==> config.mk <==
export PLATFORM = sky130hd
export DESIGN_NAME = bit_reverse_collector
export DESIGN_NICKNAME = d
export VERILOG_FILES = /design/src/rtl/bit_reverse_collector.sv
export SDC_FILE = /design/constraint.sdc
export NUM_CORES = 1
export LEC_CHECK = 0
export CAP_MARGIN = 10
export CORE_ASPECT_RATIO = 0.75
export CORE_MARGIN = 1.5
export CORE_UTILIZATION = 45
export CTS_BUF_LIST = sky130_fd_sc_hd__clkbuf_4 sky130_fd_sc_hd__clkbuf_8
export DETAILED_ROUTE_END_ITERATION = 7
export HOLD_SLACK_MARGIN = 0.1
export PLACE_DENSITY_LB_ADDON = 0.3
export SLEW_MARGIN = 15
export SYNTH_ARGS = -nofsm -noshare
export SYNTH_HDL_FRONTEND = slang
export SYNTH_SLANG_ARGS = --single-unit
==> constraint.sdc <==
create_clock -name clk -period 1.88 [get_ports clk]
set_input_delay 0.376 -clock clk [delete_from_list [all_inputs] [get_ports clk]]
set_output_delay 0.376 -clock clk [all_outputs]
set_load 0.05 [all_outputs]
==> src/rtl/bit_reverse_collector.sv <==
// bit_reverse_collector
//
// Collects ASCII '0'/'1' characters from the keyboard bit-input stage, one
// per char_valid strobe, into a WIDTH-bit word. Once the word is complete it
// is held on a valid/ready handshake in two forms: raw (bit i is the i-th
// accepted bit) and bit-reversed.
//
// Ports:
//   clk           system clock, rising edge
//   reset         asynchronous, active-high reset
//   char_in       ASCII character from the bit-input stage
//   char_valid    char_in is valid this cycle
//   char_ready    block can accept a character this cycle
//   flush         synchronous abort, discards the partial or held word
//   bit_count     bits accepted so far in the current word (WIDTH while held)
//   word_raw      assembled word, bit i = i-th accepted bit
//   word_rev      bit-reversed word, word_rev[i] = word_raw[WIDTH-1-i]
//   result_valid  word_raw/word_rev are valid
//   result_ready  downstream accepts the result
//   bad_char      one-cycle pulse after a rejected character was accepted
//
// Optional feature (macro BITREV_ERR_COUNT_EN):
//   err_count     8-bit saturating count of rejected characters, cleared by
//                 reset only

module bit_reverse_collector #(
    parameter int WIDTH = 8,
    parameter int CNT_W = 4
) (
    input  logic             clk,
    input  logic             reset,
    input  logic [7:0]       char_in,
    input  logic             char_valid,
    output logic             char_ready,
    input  logic             flush,
    output logic [CNT_W-1:0] bit_count,
    output logic [WIDTH-1:0] word_raw,
    output logic [WIDTH-1:0] word_rev,
    output logic             result_valid,
    input  logic             result_ready,
    output logic             bad_char
`ifdef BITREV_ERR_COUNT_EN
    ,
    output logic [7:0]       err_count
`endif
);

    typedef enum logic {
        COLLECT = 1'b0,
        DONE    = 1'b1
    } state_t;

    localparam logic [CNT_W-1:0] LAST_IDX = CNT_W'(WIDTH - 1);

    state_t           state;
    state_t           next_state;
    logic [WIDTH-1:0] shift_reg;
    logic [WIDTH-1:0] next_word;
    logic [WIDTH-1:0] next_rev;
    logic             accept;
    logic             is_bit;
    logic             word_complete;

    // Handshake decode plus next-state logic. flush overrides everything;
    // the only way out of DONE otherwise is a result transfer.
    always_comb begin
        next_state    = state;
        char_ready    = (state == COLLECT);
        result_valid  = (state == DONE);
        accept        = char_valid && (state == COLLECT);
        is_bit        = (char_in == 8'h30) || (char_in == 8'h31);
        word_complete = accept && is_bit && (bit_count == LAST_IDX);

        if (flush) begin
            next_state = COLLECT;
        end else begin
            case (state)
                COLLECT: if (word_complete) next_state = DONE;
                DONE:    if (result_ready)  next_state = COLLECT;
                default: next_state = COLLECT;
            endcase
        end
    end

    // The word as it will look once the current character is inserted at
    // position bit_count; a compare per bit avoids a variable-width index.
    always_comb begin
        next_word = shift_reg;
        next_rev  = '0;
        for (int i = 0; i < WIDTH; i++) begin
            if (bit_count == CNT_W'(i)) next_word[i] = char_in[0];
        end
        for (int i = 0; i < WIDTH; i++) begin
            next_rev[i] = next_word[WIDTH-1-i];
        end
    end

    always_ff @(posedge clk or posedge reset) begin
        if (reset) state <= COLLECT;
        else       state <= next_state;
    end

    // Datapath. The published words are only written on completion, so they
    // stay stable through DONE and keep their last value after a transfer.
    always_ff @(posedge clk or posedge reset) begin
        if (reset) begin
            bit_count <= '0;
            shift_reg <= '0;
            word_raw  <= '0;
            word_rev  <= '0;
            bad_char  <= 1'b0;
        end else begin
            bad_char <= 1'b0;
            if (flush) begin
                bit_count <= '0;
                shift_reg <= '0;
            end else if ((state == DONE) && result_ready) begin
                bit_count <= '0;
                shift_reg <= '0;
            end else if (accept) begin
                if (is_bit) begin
                    shift_reg <= next_word;
                    bit_count <= bit_count + CNT_W'(1);
                    if (word_complete) begin
                        word_raw <= next_word;
                        word_rev <= next_rev;
                    end
                end else begin
                    bad_char <= 1'b1;
                end
            end
        end
    end

`ifdef BITREV_ERR_COUNT_EN
    // Rejected-character counter; a character discarded by flush is not
    // counted, matching the suppressed bad_char pulse.
    always_ff @(posedge clk or posedge reset) begin
        if (reset) begin
            err_count <= 8'h00;
        end else if (accept && !is_bit && !flush && (err_count != 8'hFF)) begin
            err_count <= err_count + 8'h01;
        end
    end
`endif

endmodule

Word-level counts from Yosys, hierarchy flattened
Cells that the tools add are included.
{"block": "totals", "wordCells": 53, "inputBits": 13, "ff_bits": 30, "out_inout_bits": 23}
{"block": "op_classes", "n_eq_ne": 9, "n_addsub": 1, "reduce_logical": 10, "bitwise_logic": 3, "muxes": 24}
{"op": "8-bit two-way mux", "n": 4}
{"op": "4-bit by 3-bit == test with 1-bit output (second input constant)", "n": 4}
{"op": "8-bit by 6-bit == test with 1-bit output (second input constant)", "n": 2}
{"op": "4-bit two-way mux", "n": 4}
{"op": "1-bit two-way mux", "n": 15}
{"op": "4-bit by 2-bit == test with 1-bit output (second input constant)", "n": 2}
{"op": "3-bit nonzero test", "n": 2}
{"op": "5-bit AND reduction", "n": 1}
{"op": "4-bit by 1-bit adder with 4-bit output (second input constant)", "n": 1}
{"op": "4-bit by 1-bit == test with 1-bit output (second input constant)", "n": 1}
{"op": "1-bit logical AND", "n": 4}
{"op": "4-bit zero test", "n": 1}
{"op": "1-bit inverter", "n": 3}
{"op": "1-bit case mux with 2 select lines", "n": 1}
{"op": "2-bit AND reduction", "n": 1}
{"op": "1-bit logical OR", "n": 1}

Depth between registers and ports, before layout
Gate-level depths: netlist of run 1.
{"block": "logic_depth", "word_depth": 7, "ltp_mapped": 5, "mapped_depth_nobuf": 5}

Worst setup path before layout of run 1
No wires, ideal clock.
{"block": "synth_path", "kind": "flip-flop to flip-flop", "start": "register bit_count[1]", "end": "register word_raw[0]", "arrival_ps": 1945, "synth_period_minus_slack_ps": 2070, "setup_time_ps": 125, "stages_incl_launch_ff": 5, "setup_slack_ps": -190, "path_cell_list": "dfrtp_1 ha_1 nand4bb_1 nor4_4 mux2_4"}
{"block": "synth_via", "elab_chain_len": 3, "word_cells_on_any_way": 5, "classes_between": "1 x eq/ne; 1 x mux; 3 x reduce/logical"}
{"item": "from (decl)", "line_no": "36", "rtl": "output logic [CNT_W-1:0] bit_count,"}
{"item": "from (signal assigned)", "line_no": "123", "rtl": "bit_count <= bit_count + CNT_W'(1);"}
{"item": "4-bit by 3-bit == test with 1-bit output", "line_no": "72", "rtl": "word_complete = accept && is_bit && (bit_count == LAST_IDX);"}
{"item": "1-bit logical AND", "line_no": "72"}
{"item": "5-bit AND reduction (no line)"}
{"item": "to (signal assigned)", "line_no": "125", "rtl": "word_raw <= next_word;"}
{"item": "to (decl)", "line_no": "37", "rtl": "output logic [WIDTH-1:0] word_raw,"}
Several ways; a longest one is shown, not always the timed one.
A chain may end at the register's enable or synchronous reset.

Worst setup path in the final report of run 1
{"block": "layout_path", "start": "input port char_in[7]", "end": "register word_rev[0]"}
{"block": "layout_via", "elab_chain_len": 5, "word_cells_on_any_way": 6, "classes_between": "2 x eq/ne; 4 x reduce/logical"}
{"item": "from (decl)", "line_no": "32", "rtl": "input logic [7:0] char_in,"}
{"item": "8-bit by 6-bit == test with 1-bit output", "line_no": "71", "rtl": "is_bit = (char_in == 8'h30) || (char_in == 8'h31);"}
{"item": "1-bit logical OR (*)", "line_no": "71"}
{"item": "1-bit logical AND (2 in a row)", "line_no": "72"}
{"item": "5-bit AND reduction (no line) (*)"}
{"item": "to (signal assigned)", "line_no": "126", "rtl": "word_rev <= next_rev;"}
{"item": "to (decl)", "line_no": "38", "rtl": "output logic [WIDTH-1:0] word_rev,"}
Mark *: on every way between the ends. The rest lies on a longest branch, timed or not.

==> results of run 1 <==
[metal layers]
layer  wire, um  GRT usage  vias up
met3        124     0.0462        4
li1           -          -      495
met5          0          0        -
met2       1260      0.286       28
met4         27     0.0603        0
met1       1270      0.271      480
[what timing repair did]
item,4_1_cts,5_1_grt
hold buffers,0,0
setup endpoints to repair,0,1
resized for setup,0,1
[worst paths after layout]
path | startpoint | to | slack, ps
worst min register to register | shift_reg[3] | shift_reg[3] | 530
worst min-delay path | reset | word_raw[2] | 450
max in group asynchronous | reset | bit_count[0] | 1200
min in group clk | shift_reg[3] | shift_reg[3] | 530
worst max-delay path | char_in[7] | word_rev[0] | 120
worst max register to register | bit_count[0] | word_raw[3] | 130
[cells in the final DEF (no fill, tap or decap), types with 3 or more instances in the layout]
cell type	instances
a211oi_1	3
buf_4	36
clkbuf_8	3
clkdlybuf4s50_1	13
dfrtp_1	18
dfrtp_2	3
ha_1	3
inv_1	8
mux2_2	3
mux2_4	4
mux2i_1	17
nand2_1	12
nand2b_1	3
nand4_1	6
nor3b_1	3
[kinds of logic (layout without fill, tap and decap cells)]
kind of cell	Yosys count	count (layout)	synth area share
DFF	21	21	0.414
muxes	24	24	0.208
and+or+nand+nor	40	40	0.207
adders and majority gates	4	4	0.0394
buffers and inverters	22	62	0.0887
AOI/OAI and AO/OA	8	8	0.0433
[where the power goes]
part	switching [mW]	leakage [nW]	internal, mW
Clock	0.139	0.0262	0.165
Sequential	0.000461	0.266	0.453
Combinational	0.0454	0.519	0.0462
Total	0.185	0.811	0.664
[worst min-delay path, cell delays in order]
cell and delay (ps):
clkdlybuf4s50_1 400, inv_1 50, buf_4 270
[metrics by stage]
step                      instance area [um^2]   util
after floorplan                           1290      -
after global placement                    1670  0.632
after detailed placement                  1670  0.632
after CTS                                 1720  0.650
after global routing                      1720  0.652
final                                     1720  0.652
[cell type report]
class / count / share of cell area
clock buffers: 4 / 0.0283
inverters: 8 / 0.0174
multi-input cells: 76 / 0.377
flip-flops and latches: 21 / 0.307
well taps: 36 / 0.0261
repair buffers: 50 / 0.244
==> impl_metrics.py, run 1 <==
metrics = {
    "clocking": {
        "clk_path_buf_depth": 2,
        "cts_buffers": 3,
        "clock_sinks": 21,
        "root_buffer": "clkbuf_8",
        "clock_latency_ps": 260,
        "cts_tree": "yes",
        "cts.clk_slew.worst_paths_ps": 70,
        "htreeDepth": 1,
        "postCtsSetupBuffers": 0,
    },
    "detailed_routing": {
        "vias": 1007,
        "drt-initial-drc-count": 40,
        "drc": 0,
        "ant_nets": 0,
        "wirelength_um": 2680,
        "via_per_inst": 5.16,
        "post_drt_wl_per_cell_um": 13.8,
        "drt_pass1_iterations": 4,
    },
    "cells_and_area": {
        "seqCellArea_um2": 529,
        "nets": 177,
        "fin_cells": 195,
        "syn2layout_area_growth_pct": 35.7,
        "fill_cells": 212,
        "multiInputGateArea_um2": 649,
        "diodes": 0,
        "layout-drive-gt1-share": 0.346,
    },
    "sta": {
        "clock_skew_ps": 1.73,
        "fin_crit_sh": 0.937,
        "finalMaxSlewViolations": 0,
        "fin_tns_setup_ps": 0,
        "tightestPinTransition_ps": 493,
        "whs_ps": 449,
        "slew_headroom": 0.670,
        "fin_ws_ps": 118,
        "clock.fmax_mhz": 567,
        "rsz0062_at_grt": "no",
        "setup_viol": 0,
        "period_needed_ps": 1760,
        "hold_viol": 0,
    },
    "place": {
        "place_ws_ps": -139,
        "gp_congestion": 0.742,
        "dp.cells": 191,
        "port_buffers": 35,
        "hpwl_um": 2000,
    },
    "floorplanning": {
        "initial_core_util": 0.481,
        "core_area_mm2": 0.00264,
        "io_pins": 36,
        "rows": 16,
        "die_area_mm2": 0.00315,
        "die_h_um": 49.0,
        "die_x_um": 64.3,
    },
    "synthesis": {
        "synth_common_cells": "21 x dfrtp_1, 17 x mux2i_1, 12 x nand2_1",
        "synth-seq-area-share": 0.414,
        "netlist_instances": 119,
        "synth_warnings": 0,
        "synth_top_area_cell": "dfrtp_1",
        "synthArstFlopShare": 1.00,
        "ys_ff_latch": 21,
        "avgSynthCellArea_um2": 10.7,
        "synth_edf_count": 0,
        "syn-num-nets": 136,
        "netlist_area_mm2": 0.00127,
        "yosys-top-cells-area": "dfrtp_1 41%, mux2i_1 13%, buf_4 4.7%",
        "yosys.cell_count.top_type": "dfrtp_1",
        "synth_top_area_frac": 0.414,
        "synthFlopType": "dfrtp_1",
        "yosysUniqueCellTypes": 27,
    },
    "critical_path": {
        "max_stage_delay_ps": 440,
        "start_kind": "input pin",
        "r2r_cells": 5,
        "cp.buffers_inverters": 2,
        "slowest_stage": "clkdlybuf4s50_1",
        "crit_type": "input pin to flop",
        "cp.depth": 5,
        "crit_required_ps": 2030,
        "crit_fanout": 3,
        "cp.arrival_ps": 1910,
        "path_cells": "clkdlybuf4s50_1, nand4bb_1, nor4_4, buf_4, mux2_4",
        "crit_family": "simple AND/OR/NAND/NOR gates",
        "worstSetupEndpointType": "flop",
    },
    "grt": {
        "antenna_found_initial": 0,
        "grt_overflow": 0,
        "first_global_vias": 931,
        "grt_pass1_wl_um": 4660,
        "grt_max_degree": 22,
        "grtUsageTotal": 0.191,
    },
    "min_path": {
        "hp-class": "input pin to async pin",
    },
    "power": {
        "power.density_mw_per_mm2": 493,
        "total_power_uw": 849,
        "p_leak_nw": 0.811,
        "ir_worst_vdd_mv": 0.395,
    },
    "run_status": {
        "status": "finished, final reports clean",
    },
    "flow_run": {
        "max-cap-violations": 0,
    },
}
Power figures use the tool's default switching activity.
==> run 2, diff against run 1 <==
--- a/config.mk
+++ b/config.mk
@@ -5,11 +5,13 @@
 export SDC_FILE = /design/constraint.sdc
 export NUM_CORES = 1
 export LEC_CHECK = 0
+export ABC_CLOCK_PERIOD_IN_PS = 1700
 export CAP_MARGIN = 10
 export CORE_ASPECT_RATIO = 0.75
 export CORE_MARGIN = 1.5
 export CORE_UTILIZATION = 45
 export CTS_BUF_LIST = sky130_fd_sc_hd__clkbuf_4 sky130_fd_sc_hd__clkbuf_8
+export CTS_CLUSTER_DIAMETER = 100
 export DETAILED_ROUTE_END_ITERATION = 7
 export HOLD_SLACK_MARGIN = 0.1
 export PLACE_DENSITY_LB_ADDON = 0.3
==> constraint.sdc (replaced) <==
create_clock -name clk -period 1.7 [get_ports clk]
set_input_delay 0.34 -clock clk [delete_from_list [all_inputs] [get_ports clk]]
set_output_delay 0.34 -clock clk [all_outputs]
set_load 0.05 [all_outputs]
==> impl_metrics.py, run 2 (same netlist as run 1, synthesis figures left out) <==
metrics = {
    "run_status": {
        "status": "finished, violations left",
        "failed_checks": "setup timing",
    },
    "sta": {
        "fin_tns_setup_ps": -1.75,
        "slew_headroom": 0.705,
        "fin_crit_sh": 1.00,
        "period_needed_ps": 1700,
        "tightestPinTransition_ps": 438,
        "clock.fmax_mhz": 588,
        "finalMaxSlewViolations": 0,
        "hold_viol": 0,
        "setup_viol": 1,
        "clock_skew_ps": 0.849,
        "fin_ws_ps": -1.75,
    },
    "power": {
        "total_power_uw": 938,
        "power.density_mw_per_mm2": 492,
        "ir_worst_vdd_mv": 0.397,
        "p_leak_nw": 0.921,
    },
    "clocking": {
        "cts_buffers": 3,
        "cts.clk_slew.worst_paths_ps": 80,
        "ctsHoldBuffers": 0,
        "clock_latency_ps": 260,
        "cts_tree": "yes",
        "htreeDepth": 1,
        "clk_path_buf_depth": 2,
        "root_buffer": "clkbuf_8",
        "clock_sinks": 21,
    },
    "grt": {
        "first_global_vias": 1075,
        "grt_overflow": 0,
        "antenna_found_initial": 0,
        "grt_pass1_wl_um": 5150,
        "grtUsageTotal": 0.211,
        "grt_max_degree": 22,
    },
    "cells_and_area": {
        "layout-drive-gt1-share": 0.444,
        "fill_cells": 179,
        "layout_common_cells": "44 x buf_4, 17 x mux2i_1, 16 x dfrtp_1, 12 x nand2_1, 9 x clkdlybuf4s50_1",
        "nets": 187,
        "diodes": 0,
        "layout_commonest_cell": "buf_4",
        "multiInputGateArea_um2": 716,
        "syn2layout_area_growth_pct": 50.1,
        "seqCellArea_um2": 532,
        "postLayoutCellArea_mm2": 0.00191,
        "utilization": 0.722,
    },
    "critical_path": {
        "r2r_cells": 5,
        "start_kind": "input pin",
        "crit_end": "word_raw[2]",
        "crit_fanout": 3,
        "reg2reg_to": "word_raw[2]",
        "r2r_setup_slack_ps": 70,
        "path_cells": "clkdlybuf4s50_1, nand4bb_4, nor4_4, buf_4, mux2_4",
        "max_stage_delay_ps": 440,
        "critPathLaunch": "char_in[6]",
        "worstSetupEndpointType": "flop",
        "reg2reg_from": "bit_count[0]",
        "slowest_stage": "clkdlybuf4s50_1",
        "crit_type": "input pin to flop",
        "cp.arrival_ps": 1860,
        "crit_required_ps": 1850,
    },
    "detailed_routing": {
        "via_per_inst": 5.28,
        "drt_pass1_iterations": 4,
        "drc": 0,
        "ant_nets": 0,
        "wirelength_um": 3140,
        "drt-initial-drc-count": 22,
        "post_drt_wl_per_cell_um": 15.3,
        "vias": 1082,
    },
    "floorplanning": {
        "die_x_um": 64.3,
        "die_h_um": 49.0,
        "initial_core_util": 0.481,
        "die_area_mm2": 0.00315,
        "core_area_mm2": 0.00264,
        "rows": 16,
        "io_pins": 36,
    },
    "place": {
        "hpwl_um": 2240,
        "port_buffers": 35,
        "place_area_mm2": 0.00176,
        "gp_congestion": 0.789,
    },
    "flow_run": {
        "max-cap-violations": 0,
    },
    "min_path": {
        "hp-class": "input pin to async pin",
    },
}
==> run 2: worst max-delay path: cells and delay by family <==
kind | cells | cell delay [ps]
buffers and inverters | 2 | 630
multiplexers | 1 | 300
AND/OR/NAND/NOR | 2 | 590
==> run 2: area by class of cell <==
cell class                 instances  area share
clock buffer                       3      0.0217
clock inverter                     1     0.00262
inverter                           8      0.0157
multi-input combinational         76       0.375
tap                               36      0.0236
timing repair buffer              60       0.282
sequential                        21       0.279
==> run 2: how the worst min path moves through the flow <==
stage | start | endpoint | depth (start not counted)
after floorplan | reset | bad_char | 1
after global placement | shift_reg[3] | shift_reg[3] | 2
after detailed placement | shift_reg[3] | shift_reg[3] | 2
after CTS | reset | word_raw[3] | 3
after global routing | reset | word_raw[6] | 3
final | reset | word_raw[3] | 3
==> run 2: repair_timing <==
| action | 4_1_cts | 5_1_grt |
|---|---|---|
| cloned | 0 | 0 |
| gates resized for setup | 2 | 14 |
| endpoints found under the setup margin | 2 | 12 |
| pin swaps | 0 | 2 |
| setup buffers | 0 | 2 |
==> run 2: metal layers <==
layer  up-vias  GRT usage  part of all wire  routed length, um
met4         0     0.0319             0.012                 38
met1       538      0.279              0.43               1360
met2        26      0.359              0.51               1610
met3         4     0.0508             0.041                128
li1        514          -                 -                  -
met5         -          0                 0                  0
==> run 2: power by group <==
part           switching [mW]  total, mW  internal (mW)
clock network           0.168      0.332          0.164
registers            0.000572      0.501          0.500
logic                  0.0531      0.105         0.0520
total                   0.222      0.938          0.716
==> run 2: stage by stage <==
step	setup slack (ps)	hold WS, ps	cells
final	-1.75	401	205
after global routing	-35.0	457	205
after CTS	5.09	409	203
after detailed placement	-279	520	199
after global placement	-253	511	199
after floorplan	-220	316	119
